## src/rtl/wb_result_stage.sv

```systemverilog
`default_nettype none
// ============================================================================
// Module   : wb_result_stage
// Purpose  : Registered, handshaked writeback stage for an RV32I core.
//            - Selects the writeback value from one of four sources: ALU
//              result, load data, PC+4 or the U-type immediate.
//            - Waits for the memory read response on loads.
//            - Aligns and extends sub-word loads.
//            - Flags misaligned loads.
//            - Drives the register-file write port.
// Ports    :
//   clk_i          clock
//   rst_i          synchronous active-high reset
//   in_valid_i     writeback request present
//   in_ready_o     stage can accept a request this cycle
//   result_src_i   00 ALU, 01 load, 10 PC+4, 11 U-immediate
//   alu_result_i   ALU output
//   pc_plus4_i     PC+4
//   imm_u_i        U-type immediate
//   funct3_i       load width/sign (LB/LH/LW/LBU/LHU)
//   addr_lo_i      load byte address [1:0]
//   rd_i           destination register
//   reg_write_i    instruction writes rd
//   mem_rvalid_i   memory read data valid (only sampled while waiting)
//   mem_rdata_i    raw aligned-word read data
//   rf_we_o        register-file write enable
//   rf_waddr_o     register-file write address
//   rf_wdata_o     register-file write data
//   misalign_err_o one-cycle misaligned-load pulse
//   busy_o         waiting on a memory response
// Revision : 1.0 - initial release
// ============================================================================
module wb_result_stage #(
  parameter int XLEN   = 32,
  parameter int REG_AW = 5
) (
  input  logic              clk_i,
  input  logic              rst_i,
  input  logic              in_valid_i,
  output logic              in_ready_o,
  input  logic [1:0]        result_src_i,
  input  logic [XLEN-1:0]   alu_result_i,
  input  logic [XLEN-1:0]   pc_plus4_i,
  input  logic [XLEN-1:0]   imm_u_i,
  input  logic [2:0]        funct3_i,
  input  logic [1:0]        addr_lo_i,
  input  logic [REG_AW-1:0] rd_i,
  input  logic              reg_write_i,
  input  logic              mem_rvalid_i,
  input  logic [31:0]       mem_rdata_i,
  output logic              rf_we_o,
  output logic [REG_AW-1:0] rf_waddr_o,
  output logic [XLEN-1:0]   rf_wdata_o,
  output logic              misalign_err_o,
  output logic              busy_o
);

  localparam logic [1:0] c_src_alu  = 2'b00;
  localparam logic [1:0] c_src_load = 2'b01;
  localparam logic [1:0] c_src_pc4  = 2'b10;

  localparam logic [2:0] c_f3_lb  = 3'b000;
  localparam logic [2:0] c_f3_lh  = 3'b001;
  localparam logic [2:0] c_f3_lbu = 3'b100;
  localparam logic [2:0] c_f3_lhu = 3'b101;

  typedef enum logic [1:0] {
    S_IDLE     = 2'd0,
    S_WAIT_MEM = 2'd1,
    S_WRITE    = 2'd2
  } state_e;

  state_e              state_q, state_d;
  logic                rf_we_q, rf_we_d;
  logic [REG_AW-1:0]   rf_waddr_q, rf_waddr_d;
  logic [XLEN-1:0]     rf_wdata_q, rf_wdata_d;
  logic                misalign_q, misalign_d;

  // Load context captured at acceptance, used when the response arrives.
  logic [2:0]          ld_funct3_q, ld_funct3_d;
  logic [1:0]          ld_addr_q, ld_addr_d;
  logic [REG_AW-1:0]   ld_rd_q, ld_rd_d;
  logic                ld_rw_q, ld_rw_d;

  logic                w_is_load;
  logic                w_misalign;
  logic [XLEN-1:0]     w_src_val;
  logic [7:0]          w_byte;
  logic [15:0]         w_half;
  logic [XLEN-1:0]     w_word_ext;
  logic [XLEN-1:0]     w_load_data;

  // --------------------------------------------------------------------------
  // Request decode
  // --------------------------------------------------------------------------
  assign w_is_load = (result_src_i == c_src_load);

  // Byte loads can never be misaligned; halfwords need an even address;
  // words (including the undefined encodings treated as LW) need addr 00.
  always_comb begin
    w_misalign = 1'b0;
    if (w_is_load) begin
      case (funct3_i)
        c_f3_lb, c_f3_lbu: w_misalign = 1'b0;
        c_f3_lh, c_f3_lhu: w_misalign = addr_lo_i[0];
        default:           w_misalign = (addr_lo_i != 2'b00);
      endcase
    end
  end

  always_comb begin
    case (result_src_i)
      c_src_alu: w_src_val = alu_result_i;
      c_src_pc4: w_src_val = pc_plus4_i;
      default:   w_src_val = imm_u_i;   // 11; the load value never comes from here
    endcase
  end

  // --------------------------------------------------------------------------
  // Load extraction from the raw aligned word
  // --------------------------------------------------------------------------
  assign w_byte = mem_rdata_i[{ld_addr_q, 3'b000} +: 8];
  assign w_half = mem_rdata_i[{ld_addr_q[1], 4'b0000} +: 16];

  // A zero-width replication is not legal, so the full-word extension only
  // exists when the datapath is wider than the memory word.
  generate
    if (XLEN > 32) begin : g_word_wide
      assign w_word_ext = {{(XLEN-32){mem_rdata_i[31]}}, mem_rdata_i};
    end else begin : g_word_narrow
      assign w_word_ext = mem_rdata_i;
    end
  endgenerate

  always_comb begin
    case (ld_funct3_q)
      c_f3_lb:  w_load_data = {{(XLEN-8){w_byte[7]}}, w_byte};
      c_f3_lh:  w_load_data = {{(XLEN-16){w_half[15]}}, w_half};
      c_f3_lbu: w_load_data = {{(XLEN-8){1'b0}}, w_byte};
      c_f3_lhu: w_load_data = {{(XLEN-16){1'b0}}, w_half};
      default:  w_load_data = w_word_ext;
    endcase
  end

  // --------------------------------------------------------------------------
  // Next-state and output logic
  // --------------------------------------------------------------------------
  always_comb begin
    state_d     = state_q;
    rf_we_d     = 1'b0;
    rf_waddr_d  = rf_waddr_q;
    rf_wdata_d  = rf_wdata_q;
    misalign_d  = 1'b0;
    ld_funct3_d = ld_funct3_q;
    ld_addr_d   = ld_addr_q;
    ld_rd_d     = ld_rd_q;
    ld_rw_d     = ld_rw_q;

    case (state_q)
      S_WAIT_MEM: begin
        if (mem_rvalid_i) begin
          state_d    = S_WRITE;
          rf_we_d    = ld_rw_q && (ld_rd_q != '0);
          rf_waddr_d = ld_rd_q;
          rf_wdata_d = w_load_data;
        end
      end

      // IDLE and WRITE both accept; WRITE falls back to IDLE when nothing
      // new arrives. The unused encoding behaves as IDLE.
      default: begin
        state_d = S_IDLE;
        if (in_valid_i) begin
          if (!w_is_load) begin
            state_d    = S_WRITE;
            rf_we_d    = reg_write_i && (rd_i != '0);
            rf_waddr_d = rd_i;
            rf_wdata_d = w_src_val;
          end else if (w_misalign) begin
            misalign_d = 1'b1;
          end else begin
            state_d     = S_WAIT_MEM;
            ld_funct3_d = funct3_i;
            ld_addr_d   = addr_lo_i;
            ld_rd_d     = rd_i;
            ld_rw_d     = reg_write_i;
          end
        end
      end
    endcase
  end

  always_ff @(posedge clk_i) begin
    if (rst_i) begin
      state_q     <= S_IDLE;
      rf_we_q     <= 1'b0;
      rf_waddr_q  <= '0;
      rf_wdata_q  <= '0;
      misalign_q  <= 1'b0;
      ld_funct3_q <= 3'b000;
      ld_addr_q   <= 2'b00;
      ld_rd_q     <= '0;
      ld_rw_q     <= 1'b0;
    end else begin
      state_q     <= state_d;
      rf_we_q     <= rf_we_d;
      rf_waddr_q  <= rf_waddr_d;
      rf_wdata_q  <= rf_wdata_d;
      misalign_q  <= misalign_d;
      ld_funct3_q <= ld_funct3_d;
      ld_addr_q   <= ld_addr_d;
      ld_rd_q     <= ld_rd_d;
      ld_rw_q     <= ld_rw_d;
    end
  end

  assign in_ready_o     = (state_q != S_WAIT_MEM);
  assign busy_o         = (state_q == S_WAIT_MEM);
  assign rf_we_o        = rf_we_q;
  assign rf_waddr_o     = rf_waddr_q;
  assign rf_wdata_o     = rf_wdata_q;
  assign misalign_err_o = misalign_q;

endmodule
`default_nettype wire

```

## config.mk

```make
export PLATFORM = sky130hd
export DESIGN_NAME = wb_result_stage
export DESIGN_NICKNAME = d
export VERILOG_FILES = /design/src/rtl/wb_result_stage.sv
export SDC_FILE = /design/constraint.sdc
export NUM_CORES = 1
export LEC_CHECK = 0
export ABC_AREA = 1
export CAP_MARGIN = 25
export CORE_ASPECT_RATIO = 1.2
export CORE_MARGIN = 4
export CORE_UTILIZATION = 39
export CTS_CLUSTER_SIZE = 30
export DETAILED_ROUTE_END_ITERATION = 8
export GPL_ROUTABILITY_DRIVEN = 0
export MAX_ROUTING_LAYER = met4
export PLACE_DENSITY = 0.81
export SLEW_MARGIN = 30
export SYNTH_ARGS = -nofsm -noshare
export SYNTH_HDL_FRONTEND = slang
export SYNTH_SLANG_ARGS = --single-unit
```

## constraint.sdc

```tcl
create_clock -name clk_i -period 1.9 [get_ports clk_i]
set_input_delay 0.285 -clock clk_i [delete_from_list [all_inputs] [get_ports clk_i]]
set_output_delay 0.285 -clock clk_i [all_outputs]
set_load 0.05 [all_outputs]
```

# == Yosys cells after proc, flatten, opt, wreduce, memory -nomap -nowiden ==
# Index checks and enable logic that the tools add are counted.
# Widths: inputs -> output; s select.
# totals
out_inout_bits,41
ff_bits,52
wordCells,63
input_bits,145
# classes
shifts,2
eq_ne,12
bitwise,4
reduce_logical,14
muxes,22
# op_table
cell,count
$mux 32,4
$pmux 32 s4,1
$pmux 32 s2,1
$shiftx 32x6->16,1
$shiftx 32x6->8,1
$mux 5,4
$eq 3x3->1 const B,4
$reduce_bool 5->1,2
$mux 2,4
$mux 1,7
$eq 3x1->1 const B,2
$logic_not 3->1,2
$eq 2x1->1 const B,2
$ne 2x2->1 const B,2
$not 1->1,4
$reduce_and 4->1,1
$reduce_bool 2->1,2
$reduce_or 2->1,2
$reduce_or 4->1,1
$reduce_and 3->1,1
$eq 2x2->1 const B,1
$logic_and 1x1->1,2
$logic_not 2->1,1
$ne 2x1->1 const B,1
$pmux 1 s2,1

# == Longest topological paths before layout ==
# logic_depth
depth_word,8
ltp_mapped,11
ltp_nobuf,8

# == Worst setup path before layout ==
# No wires, ideal clock.
# synth_path
path_kind,reg2reg
startpoint,register state_q[1]
endpoint,register rf_wdata_q[12] (netlist: rf_wdata_o[12])
setup_time_ns,0.070
path_slack_ns,0.314
path_buffers,2
required_ns,1.830
period_less_slack_ns,1.586
arrival_ns,1.516
stages_incl_launch_ff,7
path_cell_list,dfxtp_1 > inv_1 > nand2_2 > buf_2 > clkbuf_1 > a21oi_1 > a21oi_1
# synth_between
elab_chain_len,3
elab_cells_between_ends,6
cone_classes,eq/ne: 3; mux: 1; reduce/logical: 2
# synth_rtl
element,line,source
from (decl),73,"state_e state_q, state_d;"
from (signal assigned),205,state_q <= state_d;
$eq 2x1->1 *,159,case (state_q)
$ne 2x2->1 (no source line) or $reduce_bool 2->1 (tied branches),n/a,
$reduce_and 3->1 (no source line),n/a,
to (signal assigned),208,rf_wdata_q <= rf_wdata_d;
to (decl),76,"logic [XLEN-1:0] rf_wdata_q, rf_wdata_d;"
# Mark *: on every way between the ends. The rest lies on a longest branch, timed or not.
# A chain may end at the register's enable or synchronous reset.

# == Worst setup path in the final report ==
# layout_path
startpoint,register rf_wdata_q[30] (netlist: rf_wdata_o[30])
endpoint,output rf_wdata_o[30]
# layout_lines
element,line,source
to (decl),53,"output logic [XLEN-1:0] rf_wdata_o,"
# No word-level cell between the ends.

==> impl_metrics.toml <==
[run_status]
status = "finished, final reports clean"

[die]
die_h_microns = 110
rows = 37
die-area_sq_mm = 0.0103
core-area_sq_mm = 0.00856
initial_core_util = 0.397
die-width_microns = 93.3
io_pins = 186

[clock_network]
numCtsBuffers = 5
ctsResizeCount = 0
clock_sinks = 52
post_cts_buffers = 0
path_clk_slew_ns = 0.10
hold_buffers = 0
root_buffer = "clkbuf_8"
insertion_delay_ns = 0.32
cts.path.max_buffers = 2
cts_tree = "yes"
htree_levels = 2

[timing]
setup_violations = 0
worst_slew_pin_slew_ns = 0.535
hold_viol = 0
finClkSkew_ns = 0.00615
slew_headroom = 0.642
period_share = 0.941
fin_tns_setup_ns = 0
min_period_ns = 1.79
rsz0062_at_grt = "no"
holdWs_ns = 0.483
slew_viol_final = 0
fmax_mhz = 559

[layout]
regArea_sq_mm = 0.00104
final_common_cell = "clkdlybuf4s50_1"
antennaDiodeCount = 0
num-nets-final = 884
drive_gt1_frac = 0.0595
area_growth_pct = 62.1
n_fill_cell = 754
multi_input_area_sq_mm = 0.00205
final_cell_mix = "clkdlybuf4s50_1, nand2_1, a21oi_1"

[route]
drt-initial-drc-count = 388
vias_per_cell = 5.37
num_vias = 4600
drtAntennaViolNets = 0
drcViolationCount = 0
firstDrtPassIters = 6
wirelength_microns = 13800
wire_per_inst_microns = 16.1

[grt]
grt_overflow_total = 0
grt_pass1_wl_microns = 20500
antenna_found_initial = 0
grt_pass1_vias = 4250
grt_max_degree = 33
gr-usage-all-layers = 0.258

[yosys]
syn-cell-area_sq_mm = 0.00340
yosysUniqueCellTypes = 26
synthesis.nets = 716
synth-seq-cells = 52
synth.avg_cell_area_sq_um = 5.96
synth.yosys.seq_area_share = 0.306
synthCells = 571
yosys_warnings = 0

[worst_setup_path]
r2r_start = "ld_funct3_q[1]"
cp_top_family = "buffers and inverters"
worstSetupStartpointType = "register"
required_ns = 1.62
critical_path.cell_chain = "clkdlybuf4s50_1"
r2r_cells = 6
slowest_stage = "clkdlybuf4s50_1"
arrival_ns = 1.50
cpPeakStageDelay_ns = 0.83
r2r_slack_ns = 0.31
cp-end-kind = "output pin"
path_buf_inv = 1
path_class = "reg2out"
cp_max_fo = 2
r2r-end = "rf_wdata_o[29]"

[power]
powerDensity_mw_per_mm2 = 592
cellLeakagePower_nw = 2.23
max-vdd-ir-drop_mv = 0.438

[job]
maxCapViolations = 0

[worst_hold_path]
hp-class = "reg2reg"
worstHoldEndpoint = "ld_rd_q[4]"
hold_path.startpoint = "ld_rd_q[4]"
hold_path_depth = 2

[place]
io_buffer_count = 185
dpl.hpwl_microns = 10900
## layer usage
layer,track usage,part of all wire,vias up
met5,-,0,-
met4,0.0681,0.020,0
met3,0.0536,0.10,26
met2,0.451,0.49,258
met1,0.301,0.39,2083
li1,-,-,2233
## per-stage QoR
stage / worst slack (ns) / power, W / instances / area, sq um / util
CTS: 0.107 / 0.00326 / 857 / 5510 / 0.644
finish: 0.112 / 0.00326 / 857 / 5510 / 0.644
floorplan: 0.314 / 0.00188 / 571 / 3400 / -
global placement: 0.0740 / 0.00244 / 849 / 5390 / 0.630
detailed placement: 0.0206 / 0.00246 / 849 / 5390 / 0.630
global route: 0.0279 / 0.00339 / 857 / 5510 / 0.644
## cell usage after synthesis
master,count,area share
nand2_1,159,0.18
a21oi_1,104,0.15
o21ai_0,62,0.091
nand3_1,59,0.087
dfxtp_1,52,0.31
nor2_1,41,0.045
inv_1,22,0.024
clkbuf_1,19,0.021
buf_2,16,0.024
a31oi_1,5,0.0092
inv_2,5,0.0055
buf_6,4,0.013
buf_1,3,0.0033
nand2_2,3,0.0055
nand4_1,3,0.0055
nor3_1,3,0.0044
nor2_2,2,0.0037
buf_4,1,0.0022
nand2_4,1,0.0033
nand2b_1,1,0.0018
nand3_2,1,0.0029
nand3b_1,1,0.0022
nand3b_2,1,0.0033
nor2_4,1,0.0033
o21ai_1,1,0.0015
o21ai_2,1,0.0026
## final cells by class
cell class                 count  share of cell area
clock buffer                   6              0.0150
tap                          117              0.0265
timing repair buffer         204               0.372
sequential                    52               0.189
clock inverter                 2             0.00703
multi-input combinational    449               0.372
inverter                      27              0.0184
## worst max path at each step
stage / from / to / slack (ns) / cells past startpoint
after global placement: result_src_i[0] / rf_wdata_o[7] / 0.07 / 7
after CTS: rf_wdata_o[30] / rf_wdata_o[30] / 0.11 / 1
after floorplan: state_q[1] / rf_wdata_o[12] / 0.31 / 6
final: rf_wdata_o[30] / rf_wdata_o[30] / 0.11 / 1
after detailed placement: result_src_i[0] / ld_rw_q / 0.02 / 7
after global routing: state_q[1] / busy_o / 0.03 / 5
## logic make-up after synthesis
kind of cell,after synthesis,synth area share
and+or+nand+nor,276,0.344
AOI/OAI and AO/OA,173,0.257
buffers and inverters,70,0.0931
DFF,52,0.306
## sequential cells by signal, indices dropped and copies added, names as in the netlist
name / cells
rf_wdata_o: 32
ld_rd_q: 5
rf_waddr_o: 5
ld_funct3_q: 3
ld_addr_q: 2
state_q: 2
ld_rw_q: 1
misalign_err_o: 1
rf_we_o: 1
## power by group
| group | switching (W) | internal [W] |
|---|---|---|
| logic | 0.000678 | 0.000551 |
| clock network | 0.000387 | 0.000431 |
| registers | 0.0000455 | 0.00117 |
(Power assumes the default switching activity.)
